==> config.mk <==
export PLATFORM = sky130hd
export DESIGN_NAME = instr_fetch_unit
export DESIGN_NICKNAME = d
export VERILOG_FILES = /design/src/rtl/instr_fetch_unit.sv
export SDC_FILE = /design/constraint.sdc
export NUM_CORES = 1
export LEC_CHECK = 0
export ABC_AREA = 1
export CAP_MARGIN = 30
export CORE_MARGIN = 5
export CORE_UTILIZATION = 43
export CTS_CLUSTER_SIZE = 16
export DETAILED_ROUTE_END_ITERATION = 6
export GPL_ROUTABILITY_DRIVEN = 0
export HOLD_SLACK_MARGIN = 0.12
export PLACE_DENSITY = 0.89
export SLEW_MARGIN = 20
export SYNTH_ARGS = -nofsm -noshare
export SYNTH_HDL_FRONTEND = slang
export SYNTH_SLANG_ARGS = --single-unit
==> constraint.sdc <==
create_clock -name clk -period 2.5 [get_ports clk]
set_input_delay 0.25 -clock clk [delete_from_list [all_inputs] [get_ports clk]]
set_output_delay 0.25 -clock clk [all_outputs]
set_load 0.02 [all_outputs]
==> src/rtl/instr_fetch_unit.sv <==
// Instruction fetch unit: owns the PC, fetches over a req/ack handshake and forms the next PC
// from branch/jump controls during the single EXEC cycle of each instruction.
module instr_fetch_unit #(
  parameter logic [31:0] RESET_PC = 32'h0000_0000,
  parameter int unsigned MAX_WAIT = 15
) (
  input  logic        clk,
  input  logic        rst,
  input  logic        PCSrc,
  input  logic        Jump,
  input  logic [31:0] SignImm,
  input  logic        imem_ack,
  input  logic [31:0] imem_rdata,
  output logic        imem_req,
  output logic [31:0] imem_addr,
  output logic [31:0] Instr,
  output logic        Instr_valid,
  output logic [31:0] PC,
  output logic [31:0] PCPlus4,
  output logic        fetch_err
);

  localparam int unsigned CntW = $clog2(MAX_WAIT + 1);
  localparam logic [CntW-1:0] CntLast = CntW'(MAX_WAIT - 1);
  localparam logic [31:0] PcInit = RESET_PC & ~32'h3;

  typedef enum logic [1:0] {StIdle, StFetch, StExec, StError} state_e;

  state_e          state_q, state_d;
  logic [31:0]     pc_q, pc_d;
  logic [31:0]     instr_q, instr_d;
  logic [CntW-1:0] cnt_q, cnt_d;
  logic [31:0]     pc_plus4;
  logic [31:0]     next_pc;

  // State register
  always_ff @(posedge clk) begin
    if (rst) begin
      state_q <= StIdle;
    end else begin
      state_q <= state_d;
    end
  end

  // Next-state logic
  always_comb begin
    state_d = state_q;
    unique case (state_q)
      StIdle:  state_d = StFetch;
      StFetch: begin
        if (imem_ack) begin
          state_d = StExec;
        end else if (cnt_q == CntLast) begin
          state_d = StError;
        end
      end
      StExec:  state_d = StFetch;
      StError: state_d = StError;
      default: state_d = StIdle;
    endcase
  end

  // Output logic
  always_comb begin
    imem_req    = 1'b0;
    Instr_valid = 1'b0;
    fetch_err   = 1'b0;
    unique case (state_q)
      StFetch: imem_req    = 1'b1;
      StExec:  Instr_valid = 1'b1;
      StError: fetch_err   = 1'b1;
      default: ;
    endcase
  end

  // Next-PC selection; jump takes priority over a taken branch
  always_comb begin
    pc_plus4 = pc_q + 32'd4;
    if (Jump) begin
      next_pc = {pc_plus4[31:28], instr_q[25:0], 2'b00};
    end else if (PCSrc) begin
      next_pc = pc_plus4 + (SignImm << 2);
    end else begin
      next_pc = pc_plus4;
    end
  end

  // Datapath register next-state
  always_comb begin
    pc_d    = pc_q;
    instr_d = instr_q;
    cnt_d   = cnt_q;
    unique case (state_q)
      StFetch: begin
        if (imem_ack) begin
          instr_d = imem_rdata;
          cnt_d   = '0;
        end else begin
          cnt_d = cnt_q + 1'b1;
        end
      end
      StExec:  pc_d = next_pc;
      default: ;
    endcase
  end

  always_ff @(posedge clk) begin
    if (rst) begin
      pc_q    <= PcInit;
      instr_q <= '0;
      cnt_q   <= '0;
    end else begin
      pc_q    <= pc_d;
      instr_q <= instr_d;
      cnt_q   <= cnt_d;
    end
  end

  assign PC        = pc_q;
  assign PCPlus4   = pc_plus4;
  assign imem_addr = pc_q;
  assign Instr     = instr_q;

endmodule

## After elaboration in Yosys (flattened, before gate mapping)

Index checks and enable logic that the tools add are counted.

| storage, ports and cells | value |
|---|---|
| register bits after elaboration | 70 |

| cells by class | value |
|---|---|
| equal/unequal tests | 5 |
| muxes and demuxes | 9 |
| reduce and logical (&&, ||, !) cells | 3 |
| add/sub/neg operators | 3 |

Operator list:

| cell | count |
|---|---|
| 32-bit 2-to-1 mux | 2 |
| 32-bit by 3-bit adder with 32-bit output, second input constant | 1 |
| 32-bit adder | 1 |
| 2-bit one-hot mux with 3 select lines | 1 |
| 4-bit by 1-bit adder with 4-bit output, second input constant | 1 |
| 2-bit == test, second input constant | 2 |
| 4-bit == test, second input constant | 1 |
| 2-bit 2-to-1 mux | 2 |
| 4-bit 2-to-1 mux | 1 |
| 1-bit 2-to-1 mux | 3 |
| 3-bit inequality test, second input constant | 1 |
| 2-bit by 1-bit == test with 1-bit output, second input constant | 1 |
| 2-bit logical NOT | 1 |
| 2-bit AND reduction | 1 |
| 2-bit OR reduction | 1 |

## Logic depth before layout (Yosys ltp)

| logic depth | value |
|---|---|
| depth after elaboration | 4 |
| gate-level depth with buffers | 22 |

## Least setup slack after synthesis

No wires, ideal clock.

| timing path | value |
|---|---|
| kind | reg2reg |
| from | register pc_q[2] (netlist: PC[2]) |
| to | register pc_q[23] (netlist: PC[23]) |
| slack | -0.650 ns |
| period minus slack after synthesis | 3.150 ns |
| required time | 2.380 ns |
| stages on the path, launching flop included | 17 |
| library setup time | 0.120 ns |
| data arrival time | 3.031 ns |
| cells stage by stage | dfxtp_1 ha_1 nand2_1 nor2_2 nand2_1 nor2_1 xor2_1 ha_1 nand2_1 nor2_1 a21oi_1 nand2_1 nand2_1 nand2_1 or2_2 nand3_1 a21oi_1 |

| between the ends | value |
|---|---|
| longest elaborated chain between the ends | 4 |

Ends and longest elaborated chain:

| element | RTL line | RTL |
|---|---|---|
| start, declared | 30 | `logic [31:0] pc_q, pc_d;` |
| start signal, assigned | 109 | `pc_q <= PcInit;` |
| start signal, assigned | 113 | `pc_q <= pc_d;` |
| 32-bit by 3-bit adder with 32-bit output | 78 | `pc_plus4 = pc_q + 32'd4;` |
| via PCPlus4[12] | 19 | `output logic [31:0] PCPlus4,` |
| 32-bit adder | 82 | `next_pc = pc_plus4 + (SignImm << 2);` |
| 32-bit 2-to-1 mux | 81 | `end else if (PCSrc) begin` |
| 32-bit 2-to-1 mux | 79 | `if (Jump) begin` |

The timed path passes the listed nets, and every way through them passes these cells.
A chain may end at the register's enable or synchronous reset.

## Worst setup path in the final report

| timing path | value |
|---|---|
| from | register pc_q[13] (netlist: PC[13]) |
| to | register pc_q[30] (netlist: PC[30]) |

| between the ends | value |
|---|---|
| longest elaborated chain between the ends | 4 |

Ends and longest elaborated chain:

| element | RTL line |
|---|---|
| 32-bit by 3-bit adder with 32-bit output * | 78 |
| 32-bit adder | 82 |
| 32-bit 2-to-1 mux | 81 |
| 32-bit 2-to-1 mux * | 79 |

Mark *: on every way between the ends. The rest lies on a longest branch, timed or not.

==> flow_metrics.py <==
metrics = {
    "critical_path": {
        "required_ns": 2.72,
        "rr_startpoint": "PC[13]",
        "path_class": "reg -> reg",
        "crit_start": "PC[13]",
        "crit_arrival_ns": 3.94,
        "start_kind": "flop",
        "critical_path.max_fanout": 3,
        "regToRegSetupSlack_ns": -1.22,
        "end_kind": "flop",
    },
    "logic_synthesis": {
        "synth_ff_type": "dfxtp_1",
        "yosysUniqueCellTypes": 42,
        "synth_seq_cells": 68,
        "synth_compound_area_frac": 0.176,
        "synth_top_family_by_area": "simple AND/OR/NAND/NOR gates",
        "avgSynthCellArea_um2": 6.03,
        "synthTopCellsByArea": "dfxtp_1, nand2_1, a21oi_1",
        "yosys.area_share.adder": 0.0807,
        "syn_area_um2": 6140,
        "yosysWarnings": 0,
        "synth.largest_area_cell": "dfxtp_1",
        "synth_edf_count": 0,
        "synth-seq-area-share": 0.222,
        "synth_async_sr_flop_share": 0,
        "synth_mux_area_frac": 0,
        "synth_top_area_frac": 0.222,
        "synth_common_cells": "nand2_1, inv_1, a21oi_1, nand3_1, nor2_1",
        "synth_xor_area_frac": 0.0371,
        "syn_inst": 1017,
        "yosys.area_share.simple": 0.339,
        "synth.most_common_cell": "nand2_1",
    },
    "hold_path": {
        "hold_path_class": "reg -> reg",
        "hold_start": "Instr[29]",
    },
    "clocking": {
        "clock_path_buffers": 2,
        "tritoncts": "done",
        "h-tree-depth": 3,
        "cts-root-buf": "clkbuf_16",
        "clk_transition_reported_paths_ns": 0.06,
        "cts_buffers": 9,
        "clk_latency_ns": 0.33,
        "cts_sinks": 68,
    },
    "floorplan": {
        "chipHeight_um": 129,
        "die_w_um": 129,
        "row_count": 43,
        "ioPinCount": 200,
        "core-area_um2": 13900,
        "start_util": 0.440,
        "die_area_um2": 16800,
    },
    "global_routing": {
        "antenna_found_initial": 4,
        "grt_max_degree": 38,
        "track_usage": 0.348,
        "globalRoute.totalOverflow": 0,
        "grt_pass1_vias": 8874,
        "grt_pass1_wl_um": 46100,
    },
    "sta": {
        "worst_pin_slew_ns": 0.668,
        "worst_slack_ns": -1.22,
        "finClkSkew_ns": 0.00809,
        "rsz0062_at_grt": "true",
        "fin_tns_setup_ns": -19.75,
        "post-route-period-util": 1.49,
        "fmax_mhz": 269,
        "final.min_clock_period_ns": 3.72,
        "setup_viol": 42,
        "slew_headroom": 0.553,
        "drv_slew": 0,
        "holdWs_ns": 0.469,
        "hold_violations": 0,
    },
    "final_layout": {
        "layout.cells.non_filler": 1548,
        "drive_gt1_frac": 0.428,
        "multi_input_area_um2": 5740,
        "fin_util": 0.846,
        "fin_nets": 1471,
        "seqCellArea_um2": 1420,
        "nFillCells": 672,
        "area_growth_pct": 92.0,
        "antenna_cells": 0,
        "fin_area_um2": 11800,
    },
    "place": {
        "dp.cells": 1487,
        "post-place-ws_ns": -0.355,
        "io_buffers": 191,
        "detailed_place.area_um2": 9410,
        "dp_hpwl_um": 19500,
    },
    "routing": {
        "drc": 116,
        "drt_wl_total_um": 41900,
        "drt_first_pass_iters": 7,
        "routedWlPerCell_um": 27.1,
        "final_antenna_net_count": 0,
        "dr_total_vias": 10300,
        "drt_iter0_markers": 2300,
        "vias_per_cell": 6.66,
    },
    "power_and_ir_drop": {
        "p_leak_nw": 5.44,
        "power_density_nw_per_um2": 398,
        "vdd_ir_drop_max_mv": 0.500,
        "p_total_mw": 4.69,
    },
    "outcome": {
        "violations": "design-rule violations, negative setup slack",
        "status": "complete, but fails checks",
    },
    "run": {
        "maxCapViolations": 0,
    },
}
## critical path: stages, from the launching register on
cell     delay [ns]
dfxtp_2        0.38
nand2_2        0.22
nor3_4         0.33
nand2_1        0.14
nor2_2         0.40
nand2_1        0.16
nand2_1        0.12
nand2_2        0.11
ha_4           0.31
buf_4          0.15
nand2_2        0.12
nor2_4         0.21
nand2_2        0.13
nor2_2         0.43
nor2_2         0.10
nand2_1        0.09
nand2_1        0.06
nand3_1        0.07
a21oi_1        0.06
## placed cells by master, fill, tap and decap left out, types with 10 or more instances in the layout
| master | count |
|---|---|
| a21oi_2 | 26 |
| nand2_2 | 73 |
| buf_6 | 24 |
| nor2_4 | 27 |
| nand3_1 | 63 |
| inv_2 | 28 |
| xor2_2 | 11 |
| dfxtp_4 | 11 |
| o21ai_0 | 39 |
| clkdlybuf4s50_1 | 166 |
| o21ai_1 | 12 |
| nor2_1 | 27 |
| nand2_4 | 25 |
| inv_1 | 96 |
| buf_4 | 180 |
| dlygate4sd2_1 | 13 |
| nor2_2 | 28 |
| a21oi_1 | 83 |
| nand2_1 | 168 |
| dfxtp_1 | 47 |
| nand3_2 | 18 |
| ha_4 | 32 |
| nand4_1 | 13 |
| dfxtp_2 | 10 |
## cells by family (layout without fill, tap and decap cells)
family / Yosys count / count (layout)
xor gates and xnor gates: 26 / 26
DFF: 68 / 68
AOI/OAI and AO/OA: 201 / 201
other: 1 / 6
and+or+nand+nor: 481 / 481
buffers and inverters: 201 / 547
adders and majority gates: 39 / 39
## power by group
part	internal, mW	total [mW]	switching [mW]
clock	0.877	1.40	0.525
sequential	1.14	1.21	0.0760
combinational	0.873	2.08	1.21
## worst paths after layout
check         endpoint  cells after the start
max             PC[30]                     18
min          Instr[29]                      2
max reg2reg     PC[30]                     18
min reg2reg  Instr[29]                      2
## area by class of cell
cell class / instances / area share
clock buffers: 10 / 0.0194
clock inverters: 6 / 0.00754
inverters: 134 / 0.0451
multi-input cells: 753 / 0.487
flip-flops and latches: 68 / 0.120
well taps: 180 / 0.0191
repair buffers: 397 / 0.302
## repair_timing
action	in CTS	in global routing
setup endpoints to repair	45	47
hold endpoints to repair	0	0
gates resized for setup	187	262
cloned	0	0
hold buffers	0	0
pin swaps	76	113
setup buffers	11	34
## state kept, by name, summed over array words and instances, names as in the netlist
register  flops
Instr        32
PC           30
cnt_q         4
state_q       2
## metal layers
metal,part of all wire,global-route usage,vias to the layer above
met3,0.17,0.0981,570
met5,0.00088,0,-
met4,0.12,0.201,6
met1,0.31,0.408,4559
met2,0.40,0.568,1243
li1,-,-,3939
Note: power is estimated with default switching activity, not from simulation.
